`config.mk`:
```
export PLATFORM = sky130hd
export DESIGN_NAME = spin_sampler
export DESIGN_NICKNAME = d
export VERILOG_FILES = /design/src/rtl/spin_sampler.sv
export SDC_FILE = /design/constraint.sdc
export NUM_CORES = 1
export LEC_CHECK = 0
export BUFFER_PORTS_ARGS = -buffer_cell sky130_fd_sc_hd__buf_2
export CAP_MARGIN = 40
export CORE_MARGIN = 1
export CORE_UTILIZATION = 60
export DETAILED_ROUTE_END_ITERATION = 10
export MAX_ROUTING_LAYER = met4
export PLACE_DENSITY = 0.82
export SYNTH_ARGS = -nofsm -noshare
export SYNTH_HDL_FRONTEND = slang
export SYNTH_SLANG_ARGS = --single-unit
```
`constraint.sdc`:
```
create_clock -name clk -period 13.21 [get_ports clk]
set_clock_uncertainty 0.1 [all_clocks]
set_input_delay 2.642 -clock clk [delete_from_list [all_inputs] [get_ports clk]]
set_output_delay 2.642 -clock clk [all_outputs]
set_load 0.02 [all_outputs]
```
`src/rtl/spin_sampler.sv`:
```
// Run controller and spin readout stage behind the Ising core: times the anneal and majority-votes the synchronised spins.
// Optional SPIN_SAMPLER_FLIPCOUNT_EN adds a saturating spin-flip counter (FLIPS, offset 0x10).
module spin_sampler #(
    parameter int unsigned N              = 8,
    parameter logic [7:0]  CTRL_ADDR_MASK = 8'h02,
    parameter int unsigned SYNC_STAGES    = 2,
    parameter int unsigned NUM_SAMPLES    = 7
) (
    input  logic          clk,
    input  logic          axi_rst,
    input  logic          wready,
    input  logic [31:0]   wr_addr,
    input  logic [31:0]   wdata,
    input  logic [31:0]   rd_addr,
    output logic [31:0]   rdata,
    input  logic [N-1:0]  external_spin,
    output logic          ising_rstn,
    output logic          busy,
    output logic          done
);

    localparam int unsigned VOTE_W = 8;
    localparam logic [7:0] OFF_CTRL   = 8'h00;
    localparam logic [7:0] OFF_RUN    = 8'h04;
    localparam logic [7:0] OFF_STATUS = 8'h08;
    localparam logic [7:0] OFF_RESULT = 8'h0C;
    localparam logic [VOTE_W-1:0] LAST_SAMPLE = VOTE_W'(NUM_SAMPLES - 1);
    localparam logic [VOTE_W-1:0] MAJORITY    = VOTE_W'(NUM_SAMPLES / 2);

    typedef enum logic [7:0] {
        ST_IDLE   = 8'h00,
        ST_RUN    = 8'h01,
        ST_SAMPLE = 8'h02,
        ST_DONE   = 8'h03
    } state_t;

    state_t state;
    state_t state_next;

    logic [31:0]                   run_cycles;
    logic [31:0]                   cnt;
    logic [SYNC_STAGES-1:0][N-1:0] sync_q;
    logic [N-1:0]                  spin_s;
    logic [N-1:0]                  result;
    logic [N-1:0][VOTE_W-1:0]      vote_q;
    logic [N-1:0][VOTE_W-1:0]      vote_sum;
    logic [VOTE_W-1:0]             sample_idx;
    logic                          wr_hit;
    logic                          start_wr;
    logic                          abort_wr;
    logic                          run_wr;
    logic                          start_go;
    logic                          sample_enter;
    logic                          result_load;
    logic                          unused;

    // Register bus write decode
    assign wr_hit   = wready && (wr_addr[31:24] == CTRL_ADDR_MASK);
    assign start_wr = wr_hit && (wr_addr[7:0] == OFF_CTRL) && wdata[0];
    assign abort_wr = wr_hit && (wr_addr[7:0] == OFF_CTRL) && wdata[1];
    assign run_wr   = wr_hit && (wr_addr[7:0] == OFF_RUN);
    assign unused   = ^{wr_addr[23:8], rd_addr[23:8]};

    // Multi-flop synchroniser on the asynchronous spin bus
    always_ff @(posedge clk or posedge axi_rst) begin
        if (axi_rst) begin
            sync_q <= '0;
        end else begin
            sync_q <= {sync_q[SYNC_STAGES-2:0], external_spin};
        end
    end

    assign spin_s = sync_q[SYNC_STAGES-1];

    // State register and registered run outputs
    always_ff @(posedge clk or posedge axi_rst) begin
        if (axi_rst) begin
            state      <= ST_IDLE;
            ising_rstn <= 1'b0;
            busy       <= 1'b0;
            done       <= 1'b0;
        end else begin
            state      <= state_next;
            ising_rstn <= (state_next == ST_RUN) || (state_next == ST_SAMPLE);
            busy       <= (state_next == ST_RUN) || (state_next == ST_SAMPLE);
            done       <= (state_next == ST_DONE);
        end
    end

    // Next-state logic; ABORT always takes priority over START
    always_comb begin
        state_next   = state;
        start_go     = 1'b0;
        sample_enter = 1'b0;
        result_load  = 1'b0;
        case (state)
            ST_IDLE, ST_DONE: begin
                if (abort_wr) begin
                    state_next = ST_IDLE;
                end else if (start_wr) begin
                    state_next = ST_RUN;
                    start_go   = 1'b1;
                end
            end
            ST_RUN: begin
                if (abort_wr) begin
                    state_next = ST_IDLE;
                end else if (cnt == 32'd0) begin
                    state_next   = ST_SAMPLE;
                    sample_enter = 1'b1;
                end
            end
            ST_SAMPLE: begin
                if (abort_wr) begin
                    state_next = ST_IDLE;
                end else if (sample_idx == LAST_SAMPLE) begin
                    state_next  = ST_DONE;
                    result_load = 1'b1;
                end
            end
            default: state_next = ST_IDLE;
        endcase
    end

    // RUN_CYCLES register and anneal window counter
    always_ff @(posedge clk or posedge axi_rst) begin
        if (axi_rst) begin
            run_cycles <= 32'd0;
            cnt        <= 32'd0;
        end else begin
            if (run_wr) begin
                run_cycles <= wdata;
            end
            if (start_go) begin
                cnt <= run_cycles;
            end else if ((state == ST_RUN) && (cnt != 32'd0)) begin
                cnt <= cnt - 32'd1;
            end
        end
    end

    always_comb begin
        vote_sum = '0;
        for (int i = 0; i < int'(N); i++) begin
            vote_sum[i] = vote_q[i] + VOTE_W'(spin_s[i]);
        end
    end

    // Per-bit vote counters and result latch
    always_ff @(posedge clk or posedge axi_rst) begin
        if (axi_rst) begin
            sample_idx <= '0;
            vote_q     <= '0;
            result     <= '0;
        end else begin
            if (sample_enter) begin
                sample_idx <= '0;
                vote_q     <= '0;
            end else if (state == ST_SAMPLE) begin
                sample_idx <= sample_idx + VOTE_W'(1);
                vote_q     <= vote_sum;
            end
            if (result_load) begin
                for (int i = 0; i < int'(N); i++) begin
                    result[i] <= (vote_sum[i] > MAJORITY);
                end
            end
        end
    end

`ifdef SPIN_SAMPLER_FLIPCOUNT_EN
    localparam logic [7:0] OFF_FLIPS = 8'h10;

    logic [N-1:0] spin_s_q;
    logic [31:0]  flips;
    logic [31:0]  flip_pop;
    logic [32:0]  flip_sum;

    always_comb begin
        flip_pop = 32'd0;
        for (int i = 0; i < int'(N); i++) begin
            flip_pop = flip_pop + 32'(spin_s[i] ^ spin_s_q[i]);
        end
        flip_sum = {1'b0, flips} + {1'b0, flip_pop};
    end

    // Saturating count of spin toggles seen during RUN
    always_ff @(posedge clk or posedge axi_rst) begin
        if (axi_rst) begin
            spin_s_q <= '0;
            flips    <= 32'd0;
        end else begin
            spin_s_q <= spin_s;
            if (start_go) begin
                flips <= 32'd0;
            end else if (state == ST_RUN) begin
                flips <= flip_sum[32] ? 32'hFFFF_FFFF : flip_sum[31:0];
            end
        end
    end
`endif

    // Combinational register readback
    always_comb begin
        rdata = 32'd0;
        if (rd_addr[31:24] == CTRL_ADDR_MASK) begin
            case (rd_addr[7:0])
                OFF_RUN:    rdata = run_cycles;
                OFF_STATUS: rdata = {16'd0, 8'(state), 6'd0, done, busy};
                OFF_RESULT: rdata = 32'(result);
`ifdef SPIN_SAMPLER_FLIPCOUNT_EN
                OFF_FLIPS:  rdata = flips;
`endif
                default:    rdata = 32'd0;
            endcase
        end
    end

endmodule

```
==> flow_results.org, run 1 <==
** Finish
- From synthesis to final layout, the design area changed by 15.3%.
- Fin area :: 10100 sq um
- Share of layout cells above drive strength 1 :: 18.7%
- The number of antenna diodes in the final layout is 0.
- At the end of the flow, the number of nets in the layout was 1162.
- Cells fill 71.8% of the core in the end.

** Timing
- Slew at the pin closest to its max-slew limit :: 888 ps
- Crit share post-route :: 59.6%
- Normalized max-slew margin :: 40.8%
- Final max-slew violation count :: 0
- Setup repair after global routing missed its margin :: no
- Peak clock frequency supported by timing :: 0.127 GHz
- The number of endpoints with negative hold slack in the final report came to 0.
- The worst path in the final design needs a cycle of 7880 ps, including I/O delays and setup.
- # setup viols final :: 0
- Adding up every negative setup slack in the final design gives 0 ps.

** Global routing
- The initial antenna violation count is 0.
- After global routing the overflow that remains totals 0.
- Global-route wire length before repair :: 32400 um
- In the global route stage, overall resource usage came out at 28.1%.
- Vias in the first global route :: 6958
- Entering global routing, the biggest net connects 91 pins.

** Clock tree
- Clock-pin slew was measured on the worst setup and hold paths at 60 ps.
- Latest clock arrival within the worst-skew pair :: 430 ps
- Post-CTS timing repair inserted 0 buffers for setup.
- CTS H-Tree Depth :: 4
- Clock root buffer :: sky130_fd_sc_hd__clkbuf_16
- TritonCTS clock tree :: yes
- Clock buffers created by TritonCTS :: 17
- Post-CTS repair changed the size of 0 cells.
- CTS Buffer Depth :: 2
- Number of clock sinks :: 170
- Hold repair after CTS inserted 0 buffers.

** Worst setup path
- For this run, the slowest stage of the critical path takes 590 ps.
- Count of buffering cells on the critical path with inverters included :: 2
- STA classifies the critical path startpoint as a primary input.
- Data arrival at the endpoint of the critical path :: 5130 ps
- Data on the critical path is required at its endpoint by 10470 ps.
- Worst Path Max Fanout :: 16
- Traced cell by cell, the critical path runs through buf_2 -> or4_1 -> nor3_1 -> and2_1 -> and3_1 -> and2_1 -> buf_2.
- Classification of the worst setup path :: in2out
- The worst setup path is captured at an output pin.
- In this design, the largest share of critical-path delay is due to simple AND/OR/NAND/NOR gates.
- The slowest stage of the critical path is the sky130_fd_sc_hd__and2_1 cell.

** Detailed routing
- After detailed routing, the average wire length per cell comes to 15.7 um.
- The routed layout has 7347 vias.
- For this block, the routed nets add up to 19300 um of wire.
- Number of iterations in the first detailed-routing pass :: 5
- For this block, the initial DRC count from the detailed router was 501.
- DRC viols :: 0
- Antenna Nets Post-Route :: 0
- Using the TritonRoute via totals, the vias-per-cell ratio works out to 5.98.

** Floorplanning
- Core box area :: 14100 sq um
- # rows :: 43
- I/O pin total :: 142
- The die covers 15100 sq um.
- Width of the die :: 123 um
- For this configuration, the core starts out at a cell density of 62.2%.
- Measured along the y axis, the die boundary spans 123 um.

** Worst hold path
- Path category of the worst min-delay check :: reg2reg

** Logic synthesis
- Summed instance area of the synthesized netlist :: 8770 sq um
- By instance count, the leading cell after synthesis is sky130_fd_sc_hd__dfrtp_1.
- Synth warnings :: 0
- The biggest area contributor in the post-synthesis netlist is sky130_fd_sc_hd__dfrtp_1.
- EDFF count, synth :: 0
- For this run, the leading register cell type out of synthesis is sky130_fd_sc_hd__dfrtp_1.
- The synthesized netlist devotes 22.3% of its cell area to simple gates.
- Share of flip-flops with an asynchronous set or reset after synthesis :: 100%
- The synthesized netlist devotes 4.29% of its cell area to XOR and XNOR gates.
- The commonest cells after synthesis are 170 x sky130_fd_sc_hd__dfrtp_1, 109 x sky130_fd_sc_hd__nand2_1, 109 x sky130_fd_sc_hd__nor2_1.
- Yosys top cell area share :: 48.5%
- Cells taking the most area after synthesis :: sky130_fd_sc_hd__dfrtp_1 49%, sky130_fd_sc_hd__nand2_1 4.7%, sky130_fd_sc_hd__nor2_1 4.7%, sky130_fd_sc_hd__mux2_2 4.4%, sky130_fd_sc_hd__o21ai_0 3.8%
- Register bit count reported by yosys :: 170
- The synthesized netlist devotes 2.71% of its cell area to adder and majority cells.
- Post-Synthesis Cells :: 937
- Proportion of synthesized area in mux cells :: 4.48%
- Summing the sequential cell areas from Yosys gives 48.5% of the chip area.
- Mean instance size in the synthesized netlist :: 9.36 sq um
- Yosys cell types :: 58
- Summing the areas of all compound-gate instances in the mapped netlist gives 14.8% of the synthesized area.
- Dominant combinational cell family by area after synthesis :: simple AND/OR/NAND/NOR gates

** Pwr
- Switching power :: 231 uW
- P per Cell Area :: 108 nW/um^2
- Registers are responsible for 48.0% of the overall power.
- Total power :: 1090 uW
- Cell internal power was estimated by the tool at 864 uW.
- Across the VDD grid, the largest voltage drop is 0.109 mV.
- In this run the static leakage power is 0.00453 uW.
- Net switching is 21.1% of the power.
- Combinational logic burns 4.1% of the power.
- In this run, the clock network consumes 47.8% of the power.

** Place
- In this run the cell area measured after placement is 9500 sq um.
- Number of buffers added on ports :: 109
- The congestion estimate from routability-driven global placement came to 0.881.
- DPL Wire Length :: 12700 um

** Run
- Across the run, the number of max-cap violations was 0.

** Status
- Outcome :: completed
path summary, 6_finish.rpt:
check | startpoint | to | slack, ps | depth (start not counted)
worst max-delay path | rd_addr[5] | rdata[26] | 5330 | 7
worst max register to register | cnt[0]$_DFFE_PP0P_ | cnt[4]$_DFFE_PP0P_ | 9840 | 9
worst min-delay path | sync_q[1]$_DFF_PP0_ | spin_s[1]$_DFF_PP0_ | 250 | 0
worst min register to register | sync_q[1]$_DFF_PP0_ | spin_s[1]$_DFF_PP0_ | 250 | 0
min in group asynchronous | axi_rst | run_cycles[9]$_DFFE_PP0P_ | 2150 | 2
max in group asynchronous | axi_rst | vote_q[54]$_DFFE_PP0P_ | 9460 | 4
cells by family after synthesis:
family | count (synthesis)
mux | 35
compound gates | 210
simple gates | 403
other cells | 1
xor+xnor | 43
buf+inv | 56
fa+ha+maj | 19
flops | 170
flip-flops by register name (all words and copies together), names as in the netlist:
signal	cells
sync_q	8
busy	1
vote_q	64
run_cycles	32
state	8
result	8
spin_s	8
done	1
cnt	32
sample_idx	8
power by group through the flow:
stage	logic (uW)	registers (uW)	clock network [uW]
2_1_floorplan	26.4	535	0
5_1_grt	52.3	526	552
4_1_cts	46.0	526	531
3_3_place_gp	43.6	535	0
3_5_place_dp	45.7	535	0
6_report	45.3	526	523
cell usage in the layout (no fill, tap or decap), types with 7 or more instances in the layout:
| cell type | synthesis | layout |
|---|---|---|
| sky130_fd_sc_hd__buf_2 | 6 | 109 |
| sky130_fd_sc_hd__and2_1 | 34 | 34 |
| sky130_fd_sc_hd__inv_1 | 10 | 9 |
| sky130_fd_sc_hd__clkbuf_16 | 0 | 17 |
| sky130_fd_sc_hd__nand3_1 | 41 | 41 |
| sky130_fd_sc_hd__xnor2_1 | 16 | 16 |
| sky130_fd_sc_hd__buf_4 | 4 | 9 |
| sky130_fd_sc_hd__o211ai_1 | 8 | 8 |
| sky130_fd_sc_hd__or4_1 | 7 | 7 |
| sky130_fd_sc_hd__a211oi_1 | 7 | 7 |
| sky130_fd_sc_hd__nor2b_1 | 12 | 12 |
| sky130_fd_sc_hd__o22ai_1 | 22 | 22 |
| sky130_fd_sc_hd__nor2_1 | 109 | 109 |
| sky130_fd_sc_hd__mux2_2 | 34 | 34 |
| sky130_fd_sc_hd__a31oi_1 | 19 | 19 |
| sky130_fd_sc_hd__ha_1 | 19 | 19 |
| sky130_fd_sc_hd__a22oi_1 | 18 | 18 |
| sky130_fd_sc_hd__nand2_1 | 109 | 109 |
| sky130_fd_sc_hd__nand4_1 | 14 | 14 |
| sky130_fd_sc_hd__a21oi_1 | 34 | 34 |
| sky130_fd_sc_hd__o31ai_1 | 9 | 9 |
| sky130_fd_sc_hd__o21ai_0 | 66 | 66 |
| sky130_fd_sc_hd__nor4_1 | 23 | 23 |
| sky130_fd_sc_hd__nor3_1 | 22 | 22 |
| sky130_fd_sc_hd__dfrtp_1 | 170 | 170 |
| sky130_fd_sc_hd__xor2_1 | 27 | 27 |
layout make-up:
type | count | area (sq um)
multi-input cells | 716 | 4300
clock buffers | 21 | 450
flip-flops and latches | 170 | 4250
repair buffers | 121 | 678
clock inverters | 11 | 170
inverters | 10 | 42.5
well taps | 180 | 225
fillers | 1029 | 3980
metrics by stage:
stage                     setup WS (ps)  hold slack (ps)  std cells
final                              5330              248       1229
after global routing               5140              251       1229
after CTS                          5320              250       1229
after detailed placement           5320              235       1197
after global placement             5360              233       1192
after floorplan                    5860              231        942
metal layers:
layer	vias up	routed length (um)	part of all wire, %	global-route usage [%]
li1	3567	-	-	-
met1	3552	8500	44	35.1
met2	201	9680	50	46.6
met3	27	873	4.5	5.17
met4	0	291	1.5	8.16
met5	-	0	0	-
Note: power is estimated with default switching activity, not from simulation.
==> inputs of run 2 (changes only) <==
--- a/config.mk
+++ b/config.mk
@@ -5,13 +5,14 @@
 export SDC_FILE = /design/constraint.sdc
 export NUM_CORES = 1
 export LEC_CHECK = 0
+export ABC_AREA = 1
 export BUFFER_PORTS_ARGS = -buffer_cell sky130_fd_sc_hd__buf_2
 export CAP_MARGIN = 40
 export CORE_MARGIN = 1
-export CORE_UTILIZATION = 60
+export CORE_UTILIZATION = 52
 export DETAILED_ROUTE_END_ITERATION = 10
 export MAX_ROUTING_LAYER = met4
-export PLACE_DENSITY = 0.82
+export PLACE_DENSITY = 0.75
 export SYNTH_ARGS = -nofsm -noshare
 export SYNTH_HDL_FRONTEND = slang
 export SYNTH_SLANG_ARGS = --single-unit
==> constraint.sdc (replaced) <==
create_clock -name clk -period 6.7 [get_ports clk]
set_clock_uncertainty 0.1 [all_clocks]
set_input_delay 1.34 -clock clk [delete_from_list [all_inputs] [get_ports clk]]
set_output_delay 1.34 -clock clk [all_outputs]
set_load 0.02 [all_outputs]
==> flow_results.org, run 2 <==
** Finish
- The top cell types in the final layout, fill and taps aside, are 247 x sky130_fd_sc_hd__nand2_1, 170 x sky130_fd_sc_hd__dfrtp_1, 154 x sky130_fd_sc_hd__nand3_1.
- The register with the most flip-flops in the final layout is vote_q.
- The library cell used most frequently in the layout, excluding fill and tap cells, is sky130_fd_sc_hd__nand2_1.
- From synthesis to final layout, the design area changed by 13.9%.
- Number of antenna repair diodes :: 0
- The largest registers in the layout are vote_q (64), cnt (32), run_cycles (32).
- For this run, the post-layout net count is 1368.
- Number of flip-flops in the largest register :: 64
- Share of layout cells above drive strength 1 :: 20.8%

** Logic synthesis
- Multiplexer cells account for 3.63% of the synthesized area.
- Sorting the synthesized cells by area gives the leading types as sky130_fd_sc_hd__dfrtp_1 44%, sky130_fd_sc_hd__nand2_1 9.6%, sky130_fd_sc_hd__nand3_1 8.0%, sky130_fd_sc_hd__inv_1 4.6%, sky130_fd_sc_hd__xor2_1 4.6%.
- Main synth FF type :: sky130_fd_sc_hd__dfrtp_1
- Post-synthesis share of cell area spent on and, or, nand and nor gates :: 29.0%
- By area, the combinational part of the netlist is dominated by simple AND/OR/NAND/NOR gates.
- By count the netlist is led by 247 x sky130_fd_sc_hd__nand2_1, 170 x sky130_fd_sc_hd__dfrtp_1, 154 x sky130_fd_sc_hd__nand3_1.
- Summing the sequential cell areas from Yosys gives 44.2% of the chip area.
- Counting flops with a built-in enable in the synthesized netlist gives 0.
- Adder and majority cell fraction of the synthesized area :: 2.47%
- The most common cell in the synthesized netlist is sky130_fd_sc_hd__nand2_1.
- Summing the areas of all compound-gate instances in the mapped netlist gives 7.18% of the synthesized area.
- Summed over all instances, the cell type with the most area after synthesis is sky130_fd_sc_hd__dfrtp_1.
- For this run, the number of Yosys warnings is 0.
- Yosys top cell area share :: 44.2%
- Counting flops and latches in the post-synthesis netlist gives 170.
- The cell area that synthesis handed to floorplanning was 9620 sq um.
- Mean instance size in the synthesized netlist :: 8.44 sq um
- Of all flip-flops after synthesis, the portion carrying an async set or reset was 100%.
- Xor and xnor area share after synthesis :: 5.74%
- Post-Synthesis Cells :: 1139
- The number of different library cells used by synthesis comes to 44.

** Place
- Number of buffers added on ports :: 109
- DPL Wire Length :: 15000 um
- Final estimated routing congestion in global placement :: 0.945
- Setup slack after placement :: 1910 ps

** Pwr
- Of the total power, combinational logic draws 4.5%.
- Clk network pwr share :: 47.8%
- For this design the total switching power over the nets is 488 uW.
- The worst-case IR drop observed on VDD is 0.176 mV.
- The internal power of the cells totals 1690 uW.
- Total leakage power :: 0.00532 uW
- Switching power share of the total :: 22.4%
- Dividing total power by cell area gives a power density of 199 nW/um^2.
- Sequential cells account for 47.7% of the total power.

** Timing
- Setup repair after global routing left no endpoint under its margin.
- Final total negative setup slack :: 0 ps
- Setup slack on the critical path of the routed design comes to 1870 ps.
- Normalized max-slew margin :: 51.2%
- Crit share post-route :: 72.1%
- Final max-slew violation count :: 0
- Setup violations remaining at the end of the flow were counted as 0.
- For this run, the top clock speed supported by timing is 0.207 GHz.
- Slew at the pin closest to its max-slew limit :: 730 ps
- Tmin final :: 4830 ps
- Final Hold Vio Count :: 0

** Clock tree
- Clock edge transition at the registers on the reported setup and hold paths :: 70 ps
- Clock buffers created by TritonCTS :: 17
- Number of clock sinks :: 170
- Clock root buffer :: sky130_fd_sc_hd__clkbuf_16
- The clock tree synthesis step divided the H-tree into 4 levels.
- TritonCTS built the clock tree.
- Buffers inserted to repair hold after CTS numbered 0.
- CTS Buffer Depth :: 2
- Clock latency on the worst-skew pair, taken at its later pin, is 430 ps.
- Gates resized during post-CTS repair numbered 0.
- Post-CTS setup buffer count :: 0

** Floorplanning
- # rows :: 49
- The total area inside the core boundary comes to 18000 sq um.
- 142 I/O pins were placed.
- Width of the die :: 138 um
- The initial utilization of the core area, before any placement, comes to 53.4%.
- The floorplan step set the die height to 138 um.
- Area of the die :: 19000 sq um

** Worst hold path
- Hold endpoint :: spin_s[5]$_DFF_PP0_
- Along the worst hold path, the cell count comes to 0.
- The tightest min-delay check is of the reg2reg type.
- Worst min-delay path startpoint :: sync_q[5]$_DFF_PP0_

** Global routing
- The initial antenna violation count came to 0.
- Global-route wire length before repair :: 35600 um
- The number of global-route vias before repair is 7481.
- Global route total overflow :: 0
- Largest net degree at the start of global routing :: 66
- Global routing consumed, over all layers together, 25.0% of the routing resources.

** Worst setup path
- Cell breakdown of the critical path :: buf_2 -> or2_1 -> nor4_4 -> buf_4 -> nor2_1 -> nor2_4 -> inv_2 -> a21oi_1 -> buf_2
- The cell that appears most often on the critical path is sky130_fd_sc_hd__buf_2.
- Launching element type of the critical path :: primary input
- Count of cells along the worst register-to-register path :: 9
- Capture instance of the worst register-to-register path :: cnt[16]$_DFFE_PP0P_
- STA classifies the critical path endpoint as an output pin.
- The setup check on the worst reg-to-reg path leaves a slack of 3910 ps.
- The startpoint identified for the worst register-to-register timing path is cnt[0]$_DFFE_PP0P_.
- Count of buffering cells on the critical path with inverters included :: 4
- The critical path is of the in2out type.
- Cell family with most CP delay :: simple AND/OR/NAND/NOR gates
- Cell with the largest stage delay on the worst path :: sky130_fd_sc_hd__buf_4
- At the worst endpoint, the required time is 5260 ps.
- Data arrival at the endpoint of the critical path :: 3390 ps
- Critical Path Stages :: 9
- Delay of the slowest critical-path stage :: 390 ps
- Of all nets on the critical path, the largest fanout is 33.

** Detailed routing
- Initial DRC count :: 491
- DRC viols :: 0
- For this block, the via count after detailed routing is 7837.
- Via density per instance :: 5.28
- Number of iterations in the first detailed-routing pass :: 5
- Post-Route WL :: 21600 um
- The detail route stage leaves a number of antenna-violating nets equal to 0.
- Average wire length per cell after detail routing :: 14.6 um

** Run
- The tool flagged a number of max-cap violations equal to 0.

** Status
- Outcome :: completed
[run 2: cell types whose count changed after synthesis, sizes merged, moves of 24 or more]
cell / delta
nand3: +114
clkbuf: -24
o21ai: -36
nor2: +29
nand2: +147
inv: +113
and2: -27
[run 2: logic make-up (layout without fill, tap and decap cells)]
logic type / after synthesis / after routing
and+or+nand+nor: 605 / 605
DFF: 170 / 170
buffers and inverters: 162 / 273
AOI/OAI and AO/OA: 88 / 88
xor gates and xnor gates: 63 / 63
muxes: 31 / 31
adders and majority gates: 19 / 19
other: 1 / 6
[run 2: area by class of cell]
| cell class | count | area (sq um) |
|---|---|---|
| multi-input cells | 812 | 4650 |
| clock inverters | 12 | 161 |
| fillers | 1555 | 7070 |
| repair buffers | 117 | 666 |
| well taps | 229 | 287 |
| clock buffers | 20 | 467 |
| flip-flops and latches | 170 | 4250 |
| inverters | 124 | 473 |
[run 2: per-layer routing]
| layer | track usage (%) | share of wire [%] |
|---|---|---|
| met2 | 41.7 | 50 |
| met5 | - | 0 |
| met1 | 30.9 | 45 |
| met3 | 4.42 | 3.8 |
| met4 | 7.67 | 1.8 |
[run 2: power groups by stage]
| stage | registers (uW) | logic (uW) | clock network [uW] |
|---|---|---|---|
| floorplan | 1060 | 59.5 | 0 |
| global placement | 1060 | 95.4 | 0 |
| detailed placement | 1060 | 99.9 | 0 |
| CTS | 1040 | 101 | 1060 |
| global route | 1040 | 114 | 1100 |
| finish | 1040 | 98.5 | 1040 |
[run 2: metrics by stage]
step	area, sq um	hold WS, ps	cells	util (%)	power [uW]
detailed placement	10300	236	1452	57.3	1160
finish	11000	249	1484	60.8	2180
global placement	10200	232	1449	56.8	1150
CTS	11000	253	1484	60.8	2200
global route	11000	259	1484	60.8	2260
floorplan	9640	231	1144	-	1120
[run 2: worst max path at each step]
stage,start,end,slack [ps]
3_3_place_gp,rd_addr[1],rdata[6],1900
2_1_floorplan,axi_rst,busy$_DFF_PP0_,660
5_1_grt,rd_addr[29],rdata[6],1720
4_1_cts,rd_addr[1],rdata[6],1910
6_report,rd_addr[1],rdata[6],1870
3_5_place_dp,rd_addr[1],rdata[6],1910
